[src/rtl/spi_sync_pkg.sv]
// Shared types and constants for the oversampled SPI slave (spi_slave_sync).
package spi_sync_pkg;

    localparam int SYNC_DEPTH = 2;

    typedef struct packed {
        logic cpol;
        logic cpha;
    } mode_t;

    typedef enum logic [1:0] {
        NONE     = 2'd0,
        LEADING  = 2'd1,
        TRAILING = 2'd2
    } edge_kind_e;

    // A toggle that leaves SCK away from its idle level is a leading edge.
    function automatic edge_kind_e classify_edge(input logic cpol, input logic level,
                                                 input logic toggled);
        edge_kind_e kind;
        if (!toggled) begin
            kind = NONE;
        end else if (level != cpol) begin
            kind = LEADING;
        end else begin
            kind = TRAILING;
        end
        return kind;
    endfunction

endpackage

[src/rtl/spi_sync_input.sv]
// Synchroniser for one asynchronous pin, with an extra stage for rise/fall detection.
module spi_sync_input
    import spi_sync_pkg::*;
#(
    parameter logic RESET_VAL = 1'b0
) (
    input  logic clk,
    input  logic rst,
    input  logic din,
    output logic sync,
    output logic rise,
    output logic fall
);

    logic [SYNC_DEPTH-1:0] sync_r;
    logic                  prev_r;

    // Synchroniser chain plus the previous-value stage used for edge detection.
    always_ff @(posedge clk) begin
        if (!rst) begin
            sync_r <= {SYNC_DEPTH{RESET_VAL}};
            prev_r <= RESET_VAL;
        end else begin
            sync_r <= {sync_r[SYNC_DEPTH-2:0], din};
            prev_r <= sync_r[SYNC_DEPTH-1];
        end
    end

    assign sync = sync_r[SYNC_DEPTH-1];
    assign rise = sync_r[SYNC_DEPTH-1] & ~prev_r;
    assign fall = ~sync_r[SYNC_DEPTH-1] & prev_r;

endmodule

[src/rtl/spi_slave_sync.sv]
// SPI slave with SCK/SS/MOSI oversampled in the clk domain; all four modes, run-time selected.
// Define SPI_SLAVE_SYNC_STATUS_EN to add sticky underrun/frame_err flags and status_clr.
module spi_slave_sync
    import spi_sync_pkg::*;
#(
    parameter int               WIDTH   = 8,
    parameter logic [WIDTH-1:0] TX_IDLE = '1
) (
    input  logic             clk,
    input  logic             rst,
    input  logic             sck,
    input  logic             ss,
    input  logic             mosi,
    output logic             miso,
    output logic             miso_oe,
    input  logic [1:0]       mode,
    input  logic [WIDTH-1:0] tx_data,
    input  logic             tx_valid,
    output logic             tx_ready,
    output logic [WIDTH-1:0] rx_data,
    output logic             rx_valid,
    output logic             busy
`ifdef SPI_SLAVE_SYNC_STATUS_EN
    ,
    output logic             underrun,
    output logic             frame_err,
    input  logic             status_clr
`endif
);

    localparam int               CNT_W    = $clog2(WIDTH);
    localparam logic [CNT_W-1:0] LAST_BIT = CNT_W'(WIDTH - 1);

    logic                  sck_sync_s, sck_rise_s, sck_fall_s;
    logic                  ss_sync_s, ss_rise_s, ss_fall_s;
    logic [SYNC_DEPTH-1:0] mosi_sync_r;
    logic                  mosi_bit_s;

    mode_t                 mode_r;
    logic [CNT_W-1:0]      cnt_r;
    logic [WIDTH-1:0]      rx_shift_r, tx_shift_r, rx_data_r;
    logic                  rx_valid_r, busy_r;

    edge_kind_e            edge_kind_s;
    logic                  sample_s, shift_s, load_s;
    logic [WIDTH-1:0]      rx_next_s;

    spi_sync_input #(.RESET_VAL(1'b0)) u_sck_sync (
        .clk  (clk),
        .rst  (rst),
        .din  (sck),
        .sync (sck_sync_s),
        .rise (sck_rise_s),
        .fall (sck_fall_s)
    );

    spi_sync_input #(.RESET_VAL(1'b1)) u_ss_sync (
        .clk  (clk),
        .rst  (rst),
        .din  (ss),
        .sync (ss_sync_s),
        .rise (ss_rise_s),
        .fall (ss_fall_s)
    );

    // MOSI only needs to be brought into the clk domain; its edges are irrelevant.
    always_ff @(posedge clk) begin
        if (!rst) begin
            mosi_sync_r <= '0;
        end else begin
            mosi_sync_r <= {mosi_sync_r[SYNC_DEPTH-2:0], mosi};
        end
    end

    assign mosi_bit_s = mosi_sync_r[SYNC_DEPTH-1];

    // Classify SCK edges and decide whether this cycle samples, shifts or loads.
    always_comb begin
        edge_kind_s = NONE;
        sample_s    = 1'b0;
        shift_s     = 1'b0;
        load_s      = 1'b0;
        rx_next_s   = {rx_shift_r[WIDTH-2:0], mosi_bit_s};
        if (busy_r && !ss_rise_s) begin
            edge_kind_s = classify_edge(mode_r.cpol, sck_sync_s, sck_rise_s | sck_fall_s);
        end else begin
            edge_kind_s = NONE;
        end
        if (ss_fall_s) begin
            load_s = 1'b1;
        end else begin
            case (edge_kind_s)
                LEADING: begin
                    sample_s = !mode_r.cpha;
                    // CPHA=1 keeps the preloaded MSB through the word's first leading edge
                    shift_s  = mode_r.cpha && (cnt_r != '0);
                end
                TRAILING: begin
                    sample_s = mode_r.cpha;
                    load_s   = mode_r.cpha ? (cnt_r == LAST_BIT) : (cnt_r == '0);
                    shift_s  = !mode_r.cpha && (cnt_r != '0);
                end
                default: begin
                    sample_s = 1'b0;
                    shift_s  = 1'b0;
                    load_s   = 1'b0;
                end
            endcase
        end
    end

    // Frame state: mode latch, bit counter, shift registers and the receive strobe.
    always_ff @(posedge clk) begin
        if (!rst) begin
            mode_r     <= '0;
            cnt_r      <= '0;
            rx_shift_r <= '0;
            tx_shift_r <= '0;
            rx_data_r  <= '0;
            rx_valid_r <= 1'b0;
            busy_r     <= 1'b0;
        end else begin
            busy_r     <= ~ss_sync_s;
            rx_valid_r <= 1'b0;
            if (ss_fall_s) begin
                mode_r     <= mode_t'(mode);
                cnt_r      <= '0;
                rx_shift_r <= '0;
            end else if (ss_rise_s) begin
                cnt_r      <= '0;
                rx_shift_r <= '0;
            end else if (sample_s) begin
                rx_shift_r <= rx_next_s;
                if (cnt_r == LAST_BIT) begin
                    cnt_r      <= '0;
                    rx_data_r  <= rx_next_s;
                    rx_valid_r <= 1'b1;
                end else begin
                    cnt_r <= cnt_r + CNT_W'(1);
                end
            end
            if (load_s) begin
                tx_shift_r <= tx_valid ? tx_data : TX_IDLE;
            end else if (shift_s) begin
                tx_shift_r <= {tx_shift_r[WIDTH-2:0], 1'b0};
            end
        end
    end

    assign miso     = tx_shift_r[WIDTH-1];
    assign miso_oe  = busy_r;
    assign busy     = busy_r;
    assign rx_data  = rx_data_r;
    assign rx_valid = rx_valid_r;
    // Ready is offered in the cycle whose closing edge captures tx_data.
    assign tx_ready = rst & tx_valid & load_s;

`ifdef SPI_SLAVE_SYNC_STATUS_EN
    logic underrun_r, frame_err_r;

    // Sticky status flags; a new event outranks a clear in the same cycle.
    always_ff @(posedge clk) begin
        if (!rst) begin
            underrun_r  <= 1'b0;
            frame_err_r <= 1'b0;
        end else begin
            if (load_s && !tx_valid) begin
                underrun_r <= 1'b1;
            end else if (status_clr) begin
                underrun_r <= 1'b0;
            end
            if (ss_rise_s && (cnt_r != '0)) begin
                frame_err_r <= 1'b1;
            end else if (status_clr) begin
                frame_err_r <= 1'b0;
            end
        end
    end

    assign underrun  = underrun_r;
    assign frame_err = frame_err_r;
`endif

endmodule

[config.mk]
export PLATFORM = sky130hd
export DESIGN_NAME = spi_slave_sync
export DESIGN_NICKNAME = d
export VERILOG_FILES = /design/src/rtl/spi_sync_pkg.sv /design/src/rtl/spi_sync_input.sv /design/src/rtl/spi_slave_sync.sv
export SDC_FILE = /design/constraint.sdc
export NUM_CORES = 1
export LEC_CHECK = 0
export ABC_AREA = 1
export BUFFER_PORTS_ARGS = -buffer_cell sky130_fd_sc_hd__buf_2
export CORE_ASPECT_RATIO = 0.9
export CORE_UTILIZATION = 35
export CTS_CLUSTER_DIAMETER = 30
export DETAILED_ROUTE_END_ITERATION = 7
export HOLD_SLACK_MARGIN = 0.15
export PLACE_DENSITY_LB_ADDON = 0.25
export SLEW_MARGIN = 20
export SYNTH_ARGS = -nofsm -noshare
export SYNTH_HDL_FRONTEND = slang
export SYNTH_SLANG_ARGS = --single-unit
[constraint.sdc]
create_clock -name clk -period 2.11 [get_ports clk]
set_input_delay 0 -clock clk [delete_from_list [all_inputs] [get_ports clk]]
set_output_delay 0 -clock clk [all_outputs]
set_load 0.03 [all_outputs]
# Word level (Yosys, flattened, before mapping)
# Index checks and enable logic that the tools add are counted.
# totals
reg_bits,38
latch_bits,0
ram_bits,0
rom_bits,0
in_bits,16
wordCells,59
memories,0
# op_classes
add_sub_neg,1
multipliers,0
n_div,0
n_lt_le_gt_ge,0
n_eq_ne,4
shifts,0
mux,15
bitwise_logic,15
n_reduce_logical,11
# ops
operator,n
two-way mux 8 bit,3
NOT 1 bit,8
AND 1 bit,6
two-way mux 1 bit,6
two-way mux 2 bit,3
one-hot mux 1 bit (2 select lines),2
AND reduction 4 bit,1
OR reduction 4 bit,1
"adder 3 x 1 -> 3 bit, second input constant",1
"== test 3 bit, second input constant",1
logical AND 1 bit,3
zero test 3 bit,1
two-way mux 3 bit,1
nonzero test 3 bit,1
OR reduction 3 bit,1
"== test 2 x 1 -> 1 bit, second input constant",1
"== test 2 bit, second input constant",1
zero test 1 bit,2
nonzero test 2 bit,1
inequality test 1 bit,1
bitwise OR 1 bit,1

# Logic depth before layout (Yosys ltp)
# Gate-level depths: netlist (run 1).
# logic_depth
depth_word,10
mapped_depth,13
depth_no_buf,13

# Cells and area by module
# A second synthesis (run 1) with hierarchy kept.
# hier_totals
hier_cells,225
hier_area_um2,1695.4
# by_module_without_submodules
mod,instances,cells_each,area_per_inst_um2
spi_slave_sync,1,200,1501.4
spi_sync_input at u_sck_sync,1,13,100.1
spi_sync_input at u_ss_sync,1,12,93.8

# Worst setup path after synthesis (run 1)
# No wires, ideal clock.
# synth_path
path_type,register -> output
startpoint,"register busy_r, in the netlist busy"
endpoint,output port tx_ready
arrival_time_ps,2116
slack_ps,-6
path_stages_with_launch,11
path_buffers,0
path_cell_list,dfxtp_1 o21ai_0 a211o_1 nor2_1 ha_1 inv_1 a21oi_1 nand2_1 nand2_2 nand2_1 nor2_1
# synth_via
elab_chain_len,6
# synth_rtl
item,line,source
start: declaration,spi_slave_sync.sv:42,"logic rx_valid_r, busy_r;"
start signal: assignment,spi_slave_sync.sv:123,busy_r <= ~ss_sync_s;
logical AND 1 bit,spi_slave_sync.sv:84,if (busy_r && !ss_rise_s) begin
two-way mux 2 bit,spi_slave_sync.sv:84,
== test 2 bit,spi_slave_sync.sv:92,case (edge_kind_s)
two-way mux 1 bit,spi_slave_sync.sv:92,
two-way mux 1 bit,spi_slave_sync.sv:89,if (ss_fall_s) begin
AND 1 bit,spi_slave_sync.sv:156,assign tx_ready = rst & tx_valid & load_s;
end: declaration,spi_slave_sync.sv:19,"output logic tx_ready,"
# Every way passes these cells.

# Worst setup path in the final report (run 1)
# layout_path
startpoint,register u_ss_sync.prev_r
endpoint,register tx_shift_r[4]
# layout_via
elab_chain_len,9
elab_cells_between_ends,14
cone_classes,eq/ne (2); mux (6); bitwise (3); reduce/logical (3)
# layout_rtl
item,line,source
start: declaration,spi_sync_input.sv:16,logic prev_r;
start signal: assignment,spi_sync_input.sv:25,prev_r <= sync_r[SYNC_DEPTH-1];
NOT 1 bit,spi_sync_input.sv:30,assign rise = sync_r[SYNC_DEPTH-1] & ~prev_r;
AND 1 bit,spi_sync_input.sv:30,
zero test 1 bit,spi_slave_sync.sv:84,
logical AND 1 bit,spi_slave_sync.sv:84,
two-way mux 2 bit,spi_slave_sync.sv:84,
== test 2 bit / == test 2 x 1 -> 1 bit (equally long branches),spi_slave_sync.sv:92,
one-hot mux 1 bit (2 select lines) / two-way mux 1 bit (equally long branches),spi_slave_sync.sv:92,
two-way mux 1 bit,spi_slave_sync.sv:89,
nonzero test 2 bit (no line) / two-way mux 8 bit (equally long branches),-,
end signal: assignment,spi_slave_sync.sv:143,tx_shift_r <= tx_valid ? tx_data : TX_IDLE;
end signal: assignment,spi_slave_sync.sv:145,"tx_shift_r <= {tx_shift_r[WIDTH-2:0], 1'b0};"
end: declaration,spi_slave_sync.sv:41,"logic [WIDTH-1:0] rx_shift_r, tx_shift_r, rx_data_r;"
# Parallel ways exist; a longest one is shown, timed or not.
# A chain may end at the register's enable or synchronous reset.

==> impl_metrics.toml, run 1 <==
[status]
status = "finished, violations left"
violations = "setup timing"

[clock_network]
clk_root_buffer_cell = "clkbuf_8"
cts_htree_levels = 2
clk_pin_slew_ps = 70
cts.path.max_buffers = 2
cts-buffers-inserted = 5
cts.sinks = 38
cts_tree = "yes"
worstSkewPairLatency_ps = 290

[synth]
ys_seq_elements = 38
synth_area_mm2 = 0.001709
synthTopCellsByArea = "dfxtp_1 45%, nand3_1 8.2%, nand2_1 7.5%"
synth_top_area_cell = "dfxtp_1"
synth_top_area_share_pct = 44.51
yosys_warnings = 0
async_reset_ff_share_pct = 0
synth_fp_nets = 240
synthCells = 216
yosysUniqueCellTypes = 25
ys_seq_area_share_pct = 44.51
synth_ff_type = "dfxtp_1"
syn_avg_cell_area_um2 = 7.913
synth_edf_count = 0

[power_and_ir_drop]
internal-power_mw = 1.147
seq_power_share_pct = 50.2
peakVddDrop_v = 0.0003052
p_sw_share_pct = 23.31
powerDensity_mw_per_mm2 = 602.9
power_leakage_nw = 1.076
switchingPower_mw = 0.3487
pwr-share-comb_pct = 11.5
p_clk_share_pct = 38.3

[grt]
first_global_vias = 1407
antenna_found_initial = 0
grt_pass1_wl_mm = 5.706
grt_max_degree = 19
grt_overflow = 0
grt_usage_pct = 14.96

[worst_setup_path]
crit_chain = "inv_2 -> ha_4 -> a211o_4 -> nor2_4 -> inv_2 -> ha_4 -> inv_2 -> a21oi_2 -> buf_4 -> a21oi_4 -> clkbuf_16 -> nand2_1 -> nand2_1 -> a21oi_1"
cp.required_ps = 2270
crit_path_frequent_cell = "inv_2"
critical_path_peak_fanout = 7
slowest_delay_ps = 340
crit_path_top_delay_cell = "dfxtp_2"
critPathKind = "flop to flop"
cp.arrival_ps = 2290
startpoint = "u_ss_sync.prev_r"
r2r_start = "u_ss_sync.prev_r"
crit_path_end_kind = "flop"
crit_path_start_kind = "flop"

[die]
fp.dieArea_mm2 = 0.005167
dieWidth_um = 75.66
chipHeight_um = 68.30
fp.coreArea_mm2 = 0.004576
io_pins = 29
start_util_pct = 37.35
std_cell_rows = 23

[hold_path]
min_from = "mosi_sync_r[0]"
hold_class = "flop to flop"

[timing]
worst_pin_slew_ps = 422.3
max_slew_margin_pct = 71.82
setup-tns-final_ps = -58.19
period_share_pct = 101.0
min_period_ps = 2131
drv_slew = 0
rsz0062_at_grt = "yes"
clock_skew_ps = 6.593
timing.fmax_ghz = 0.4694
setup_violations = 4
setup_ws_ps = -20.55
whs_ps = 411.9
hold_viol = 0

[finish]
final_common_cell = "dfxtp_1"
diodes = 0
drive_above_1_share_pct = 32.85
final_cells = 339
nets = 300
syn_to_final_growth_pct = 45.17
fillers = 419
mostFrequentLayoutCells = "35 x dfxtp_1, 30 x inv_1, 29 x nand2_1"
design_area_mm2 = 0.002481

[placement]
port-buffer-count = 28
dp_hpwl_mm = 2.277
dpl.cell_count = 303
placed_cell_area_mm2 = 0.001929
globalplace.congestion = 0.7645

[routing]
drt-total-wl_mm = 3.756
drt_first_pass_iters = 4
ant_nets = 0
drc = 0
vias = 1536
wl_per_cell_um = 11.08
via_per_inst = 4.531
first_iter_violations = 86

[flow_run]
drv_cap = 0
## cell families (layout without fill, tap and decap cells)
family,after synthesis,count (layout),share of synthesized area [%]
simple gates,84,84,23.13
compound gates,42,42,15.15
fa+ha+maj,8,8,5.857
flops,38,38,44.51
buf+inv,43,104,10.83
xor+xnor,1,1,0.5125
## worst paths after layout
path | end | slack, ps | cells after the start
max | tx_shift_r[4] | -20 | 14
min | mosi_sync_r[1] | 410 | 2
max reg2reg | tx_shift_r[4] | -20 | 14
min reg2reg | mosi_sync_r[1] | 410 | 2
## registers in the layout, summed over array words and instances (netlist names)
signal,cells
mosi_sync_r,2
rx_data,8
u_ss_sync.prev_r,1
cnt_r,3
u_sck_sync.sync_r,2
tx_shift_r,8
busy,1
rx_shift_r,7
mode_r,2
rx_valid,1
u_sck_sync.prev_r,1
u_ss_sync.sync_r,2
## power by group through the flow
stage | combinational (mW) | sequential [mW] | clock [mW]
floorplan | 0.0848 | 0.766 | 0
global placement | 0.121 | 0.765 | 0
detailed placement | 0.121 | 0.765 | 0
CTS | 0.152 | 0.749 | 0.599
global route | 0.191 | 0.752 | 0.619
finish | 0.172 | 0.750 | 0.573
## through the flow
step	utilization [%]	setup slack, ps	total power, mW
after global routing	54.22	-124.9	1.563
after floorplan	-	15.56	0.8503
after CTS	50.10	5.569	1.500
after detailed placement	42.17	-35.85	0.8858
final	54.22	-20.55	1.496
after global placement	42.17	-11.13	0.8861
## area by class of cell
cell class                      count  area [um2]  area share, %
Clock buffer                        8       110.1          4.438
Multi-Input combinational cell    135       905.9          36.51
Tap cell                           62       77.57          3.127
Timing Repair Buffer               62       495.5          19.97
Inverter                           34       127.6          5.144
Sequential cell                    38       764.5          30.81
## layer usage
layer | share of wire (%) | GRT usage (%)
met5 | 0 | 0
met4 | 1.5 | 4.861
met2 | 49 | 26.00
met1 | 47 | 17.07
met3 | 3.3 | 5.302
## critical path, delay by kind of cell, from the launching register on
kind | cells | cell delay (ps)
flip-flops | 1 | 340
adder cells (fa/ha/maj) | 2 | 320
buffers and inverters | 5 | 480
AO/OA/AOI/OAI | 4 | 610
AND/OR/NAND/NOR | 3 | 250
## cells in the mapped netlist, types with 3 or more instances
master    instances
a211oi_2          3
a21oi_1          22
a21oi_2           4
clkbuf_1          4
dfxtp_1          38
ha_1              8
inv_1            33
nand2_1          34
nand2_2           4
nand3_1          28
nor2_1           12
o21ai_0           9
## repair_timing
item / CTS / global route
gates resized for setup: 9 / 27
endpoints found under the hold margin: 24 / 0
cloned: 0 / 1
hold buffers: 19 / 0
pin swaps: 5 / 9
endpoints found under the setup margin: 10 / 27
setup buffers: 5 / 3
(Power assumes the default switching activity.)
==> run 2, diff against run 1 <==
--- a/config.mk
+++ b/config.mk
@@ -12,6 +12,7 @@
 export CTS_CLUSTER_DIAMETER = 30
 export DETAILED_ROUTE_END_ITERATION = 7
 export HOLD_SLACK_MARGIN = 0.15
+export MAX_ROUTING_LAYER = met4
 export PLACE_DENSITY_LB_ADDON = 0.25
 export SLEW_MARGIN = 20
 export SYNTH_ARGS = -nofsm -noshare
==> run 2 against run 1 <==
- the run still ends with setup timing left
- critical endpoint unchanged
- worst hold slack about the same
- sequential share of layout area unchanged
- clock power rose by 0.9%
==> impl_metrics.toml, run 2 (same netlist as run 1, synthesis figures left out) <==
[status]
status = "finished, violations left"
violations = "setup timing"

[worst_setup_path]
crit_path_frequent_cell = "inv_2"
path_buf_inv = 5
critPathTopFamily = "compound AO/OA/AOI/OAI gates"
critPathKind = "flop to flop"
crit_path_end_kind = "flop"
critical_path_peak_fanout = 7
cp.required_ps = 2270
cp.arrival_ps = 2300
crit_path_top_delay_cell = "dfxtp_2"
crit_chain = "inv_2 -> ha_4 -> a211o_4 -> nor2_4 -> inv_2 -> ha_4 -> inv_2 -> a21oi_2 -> buf_4 -> a21oi_4 -> clkbuf_16 -> nand2_1 -> nand2_1 -> a21oi_1"
slowest_delay_ps = 340
crit_path_start_kind = "flop"

[placement]
dpl.cell_count = 303
globalplace.congestion = 0.7747
post-place-ws_ps = -35.85
dp_hpwl_mm = 2.277
port-buffer-count = 28

[power_and_ir_drop]
internal-power_mw = 1.147
powerDensity_mw_per_mm2 = 604.8
power_leakage_nw = 1.076
seq_power_share_pct = 50.0
switchingPower_mw = 0.3535
p_sw_share_pct = 23.56
pwr-share-comb_pct = 11.5
p_total_mw = 1.501
peakVddDrop_v = 0.0003069
p_clk_share_pct = 38.5

[timing]
max_slew_margin_pct = 71.96
worst_pin_slew_ps = 420.1
clock_skew_ps = 9.925
period_share_pct = 101.3
setup-tns-final_ps = -94.75
whs_ps = 411.9
timing.fmax_ghz = 0.4676
hold_viol = 0
min_period_ps = 2138
setup_ws_ps = -28.48
drv_slew = 0
setup_violations = 6
rsz0062_at_grt = "yes"

[finish]
multi_input_area_um2 = 905.9
final_cells = 339
final_common_cell = "dfxtp_1"
seq_area_um2 = 764.5
nets = 300
drive_above_1_share_pct = 32.85
fillers = 419
diodes = 0
mostFrequentLayoutCells = "35 x dfxtp_1, 30 x inv_1, 29 x nand2_1"
syn_to_final_growth_pct = 45.17

[die]
fp.coreArea_mm2 = 0.004576
io_pins = 29
fp.dieArea_mm2 = 0.005167
std_cell_rows = 23
start_util_pct = 37.35
dieWidth_um = 75.66
chipHeight_um = 68.30

[clock_network]
cts_tree = "yes"
cts.path.max_buffers = 2
worstSkewPairLatency_ps = 290
cts.sinks = 38
clk_root_buffer_cell = "clkbuf_8"
cts-buffers-inserted = 5
clk_pin_slew_ps = 80
cts_htree_levels = 2

[grt]
antenna_found_initial = 0
grt_pass1_wl_mm = 5.713
grt_max_degree = 19
grt_usage_pct = 15.29
first_global_vias = 1410
grt_overflow = 0

[routing]
drt-total-wl_mm = 3.773
wl_per_cell_um = 11.13
vias = 1537
drt_first_pass_iters = 5
first_iter_violations = 70
via_per_inst = 4.534
drc = 0
ant_nets = 0

[hold_path]
hold_class = "flop to flop"

[flow_run]
drv_cap = 0
## run 2: path summary, 6_finish.rpt
path	end	cells after the start	start	slack, ps
max	tx_shift_r[4]	14	u_ss_sync.prev_r	-30
min	mosi_sync_r[1]	2	mosi_sync_r[0]	410
max reg2reg	tx_shift_r[4]	14	u_ss_sync.prev_r	-30
min reg2reg	mosi_sync_r[1]	2	mosi_sync_r[0]	410
## run 2: power by group through the flow
stage | sequential, mW | clock (mW) | combinational [mW]
detailed placement | 0.765 | 0 | 0.121
floorplan | 0.766 | 0 | 0.0848
global placement | 0.765 | 0 | 0.121
finish | 0.750 | 0.578 | 0.172
CTS | 0.749 | 0.599 | 0.152
global route | 0.752 | 0.623 | 0.191
## run 2: layout make-up
type / instances / area share [%]
multi-input combinational: 135 / 36.51
sequential: 38 / 30.81
timing repair buffer: 62 / 19.97
inverter: 34 / 5.144
clock buffer: 8 / 4.438
tap: 62 / 3.127
## run 2: worst min-delay path, cell delays in order, from the launching register on
cell and delay [ps]:
dfxtp_1 310, nand2_1 40, inv_1 40
## run 2: repair_timing
action / in CTS / in global routing
endpoints found under the setup margin: 10 / 27
cloned: 0 / 1
pin swaps: 5 / 9
resized for setup: 9 / 27
hold endpoints to repair: 24 / 0
setup buffers: 5 / 3
hold buffers: 19 / 0
## run 2: metal layers
layer  GRT usage (%)  vias up  part of all wire [%]
met2           26.00       28                    49
met1           17.07      691                    47
met3           3.535        6                   3.0
met4           6.944        0                   1.4
li1                -      812                     -
met5               -        -                     0
## run 2: per-stage QoR
step | cell area [um2] | util, %
floorplan | 1712 | -
global placement | 1929 | 42.17
detailed placement | 1929 | 42.17
CTS | 2292 | 50.10
global route | 2481 | 54.22
finish | 2481 | 54.22
==> run 3, diff against run 2 <==
--- a/config.mk
+++ b/config.mk
@@ -7,6 +7,8 @@
 export LEC_CHECK = 0
 export ABC_AREA = 1
 export BUFFER_PORTS_ARGS = -buffer_cell sky130_fd_sc_hd__buf_2
+export CELL_PAD_IN_SITES_DETAIL_PLACEMENT = 0
+export CELL_PAD_IN_SITES_GLOBAL_PLACEMENT = 1
 export CORE_ASPECT_RATIO = 0.9
 export CORE_UTILIZATION = 35
 export CTS_CLUSTER_DIAMETER = 30
==> constraint.sdc (replaced) <==
create_clock -name clk -period 2.11 [get_ports clk]
set_input_delay 0 -clock clk [delete_from_list [all_inputs] [get_ports clk]]
set_output_delay 0 -clock clk [all_outputs]
set_load 0.005 [all_outputs]
==> run 3 against run 2 <==
- the run now ends clean
- flip-flop and latch count unchanged
- critical path depth decreased by 1
- via count decreased by 0.33%
- fmax increased by 2.9%
- non-clock buffer count decreased by 1
- utilization decreased by 1.1 points
==> impl_metrics.toml, run 3 (same netlist as run 1, synthesis figures left out) <==
[placement]
port-buffer-count = 28
globalplace.congestion = 0.7893
dp_hpwl_mm = 2.475
dpl.cell_count = 305
placed_cell_area_mm2 = 0.001942

[finish]
multi_input_area_um2 = 905.9
mostFrequentLayoutCells = "35 x dfxtp_1, 32 x nand2_1, 29 x inv_1"
syn_to_final_growth_pct = 42.09
drive_above_1_share_pct = 33.33
diodes = 0
final_cells = 338
seq_area_um2 = 764.5
fillers = 442
nets = 299
design_area_mm2 = 0.002429
final_common_cell = "dfxtp_1"

[clock_network]
clk_pin_slew_ps = 80
clk_root_buffer_cell = "clkbuf_8"
cts_htree_levels = 2
cts.sinks = 38
cts.path.max_buffers = 2
worstSkewPairLatency_ps = 280
cts-buffers-inserted = 5
cts_tree = "yes"

[worst_setup_path]
reg2reg_slack_ps = 30
crit_path_frequent_cell = "inv_2"
r2r_end = "tx_shift_r[6]"
crit_chain = "inv_2 -> ha_4 -> a211o_4 -> nor2_4 -> inv_2 -> ha_4 -> inv_2 -> a21oi_2 -> buf_4 -> a21oi_4 -> buf_12 -> and3_4 -> nor2_1"
critPathKind = "flop to flop"
crit_path_end_kind = "flop"
crit_path_top_delay_cell = "dfxtp_2"
endpoint = "tx_shift_r[6]"
cp.required_ps = 2290
ff2ff_path_depth = 13
crit_path_start_kind = "flop"
startpoint = "u_ss_sync.prev_r"
critical_path_peak_fanout = 14
slowest_delay_ps = 340
cp.arrival_ps = 2260
r2r_start = "u_ss_sync.prev_r"

[routing]
drt_first_pass_iters = 4
ant_nets = 0
drc = 0
first_iter_violations = 55
via_per_inst = 4.533
vias = 1532
drt-total-wl_mm = 3.847
wl_per_cell_um = 11.38

[grt]
antenna_found_initial = 0
grt_pass1_wl_mm = 6.147
grt_max_degree = 19
first_global_vias = 1395
grt_overflow = 0
grt_usage_pct = 16.42

[flow_run]
drv_cap = 0

[timing]
setup_violations = 0
clock_skew_ps = 2.226
rsz0062_at_grt = "yes"
hold_viol = 0
setup-tns-final_ps = 0
period_share_pct = 98.54
max_slew_margin_pct = 71.14
min_period_ps = 2079
drv_slew = 0
worst_pin_slew_ps = 432.5
timing.fmax_ghz = 0.4810

[die]
fp.coreArea_mm2 = 0.004576
chipHeight_um = 68.30
start_util_pct = 37.35
io_pins = 29
std_cell_rows = 23
dieWidth_um = 75.66
fp.dieArea_mm2 = 0.005167

[power_and_ir_drop]
p_total_mw = 1.434
peakVddDrop_v = 0.0003274
powerDensity_mw_per_mm2 = 590.4
power_leakage_nw = 1.063

[status]
status = "completed"

[hold_path]
hold_class = "flop to flop"
## run 3: final cells by class
type                            instances  share of cell area [%]
Tap cell                               62                   3.194
Clock buffer                            6                   3.400
Inverter                               34                   5.358
Timing Repair Buffer                   61                   18.75
Multi-Input combinational cell        135                   37.30
Clock inverter                          2                  0.5152
Sequential cell                        38                   31.48
## run 3: worst min path at each step
stage / to / startpoint / cells past startpoint / slack, ps
after global routing: u_sck_sync.sync_r[1] / u_sck_sync.sync_r[0] / 2 / 430
final: u_sck_sync.sync_r[1] / u_sck_sync.sync_r[0] / 2 / 410
after CTS: u_sck_sync.sync_r[1] / u_sck_sync.sync_r[0] / 2 / 420
after global placement: u_sck_sync.sync_r[0] / sck / 3 / 180
after detailed placement: u_ss_sync.sync_r[0] / ss / 2 / 190
after floorplan: mosi_sync_r[0] / mosi / 2 / 100
## run 3: per-layer routing
layer	GRT usage (%)	share of wire [%]
met1	19.40	47
met2	27.46	50
met3	4.124	2.7
met4	5.093	0.49
met5	-	0
## run 3: worst max-delay path, delay by kind of cell, from the launching register on
family	cells	cell delay (ps)
AOI/OAI and AO/OA	3	490
adders and majority gates	2	320
buffers and inverters	5	440
DFF	1	340
and+or+nand+nor	3	360
## run 3: power by group
group | internal, mW | switching [mW]
Combinational | 0.0776 | 0.0863
Sequential | 0.738 | 0.0131
Clock | 0.263 | 0.256
Total | 1.08 | 0.356
## run 3: timing repair
item / CTS / global route
endpoints found under the setup margin: 15 / 28
buffers inserted: 1 / 5
hold buffers: 19 / 0
pin swaps: 2 / 13
hold endpoints to repair: 24 / 0
gates resized for setup: 5 / 32
## run 3: per-stage QoR
step	hold WS (ps)	utilization [%]	setup slack [ps]
2_1_floorplan	97.63	-	97.13
3_3_place_gp	183.9	42.44	35.66
3_5_place_dp	188.2	42.44	-37.61
4_1_cts	417.9	49.17	10.44
5_1_grt	430.6	53.08	-74.17
6_report	410.7	53.08	30.87
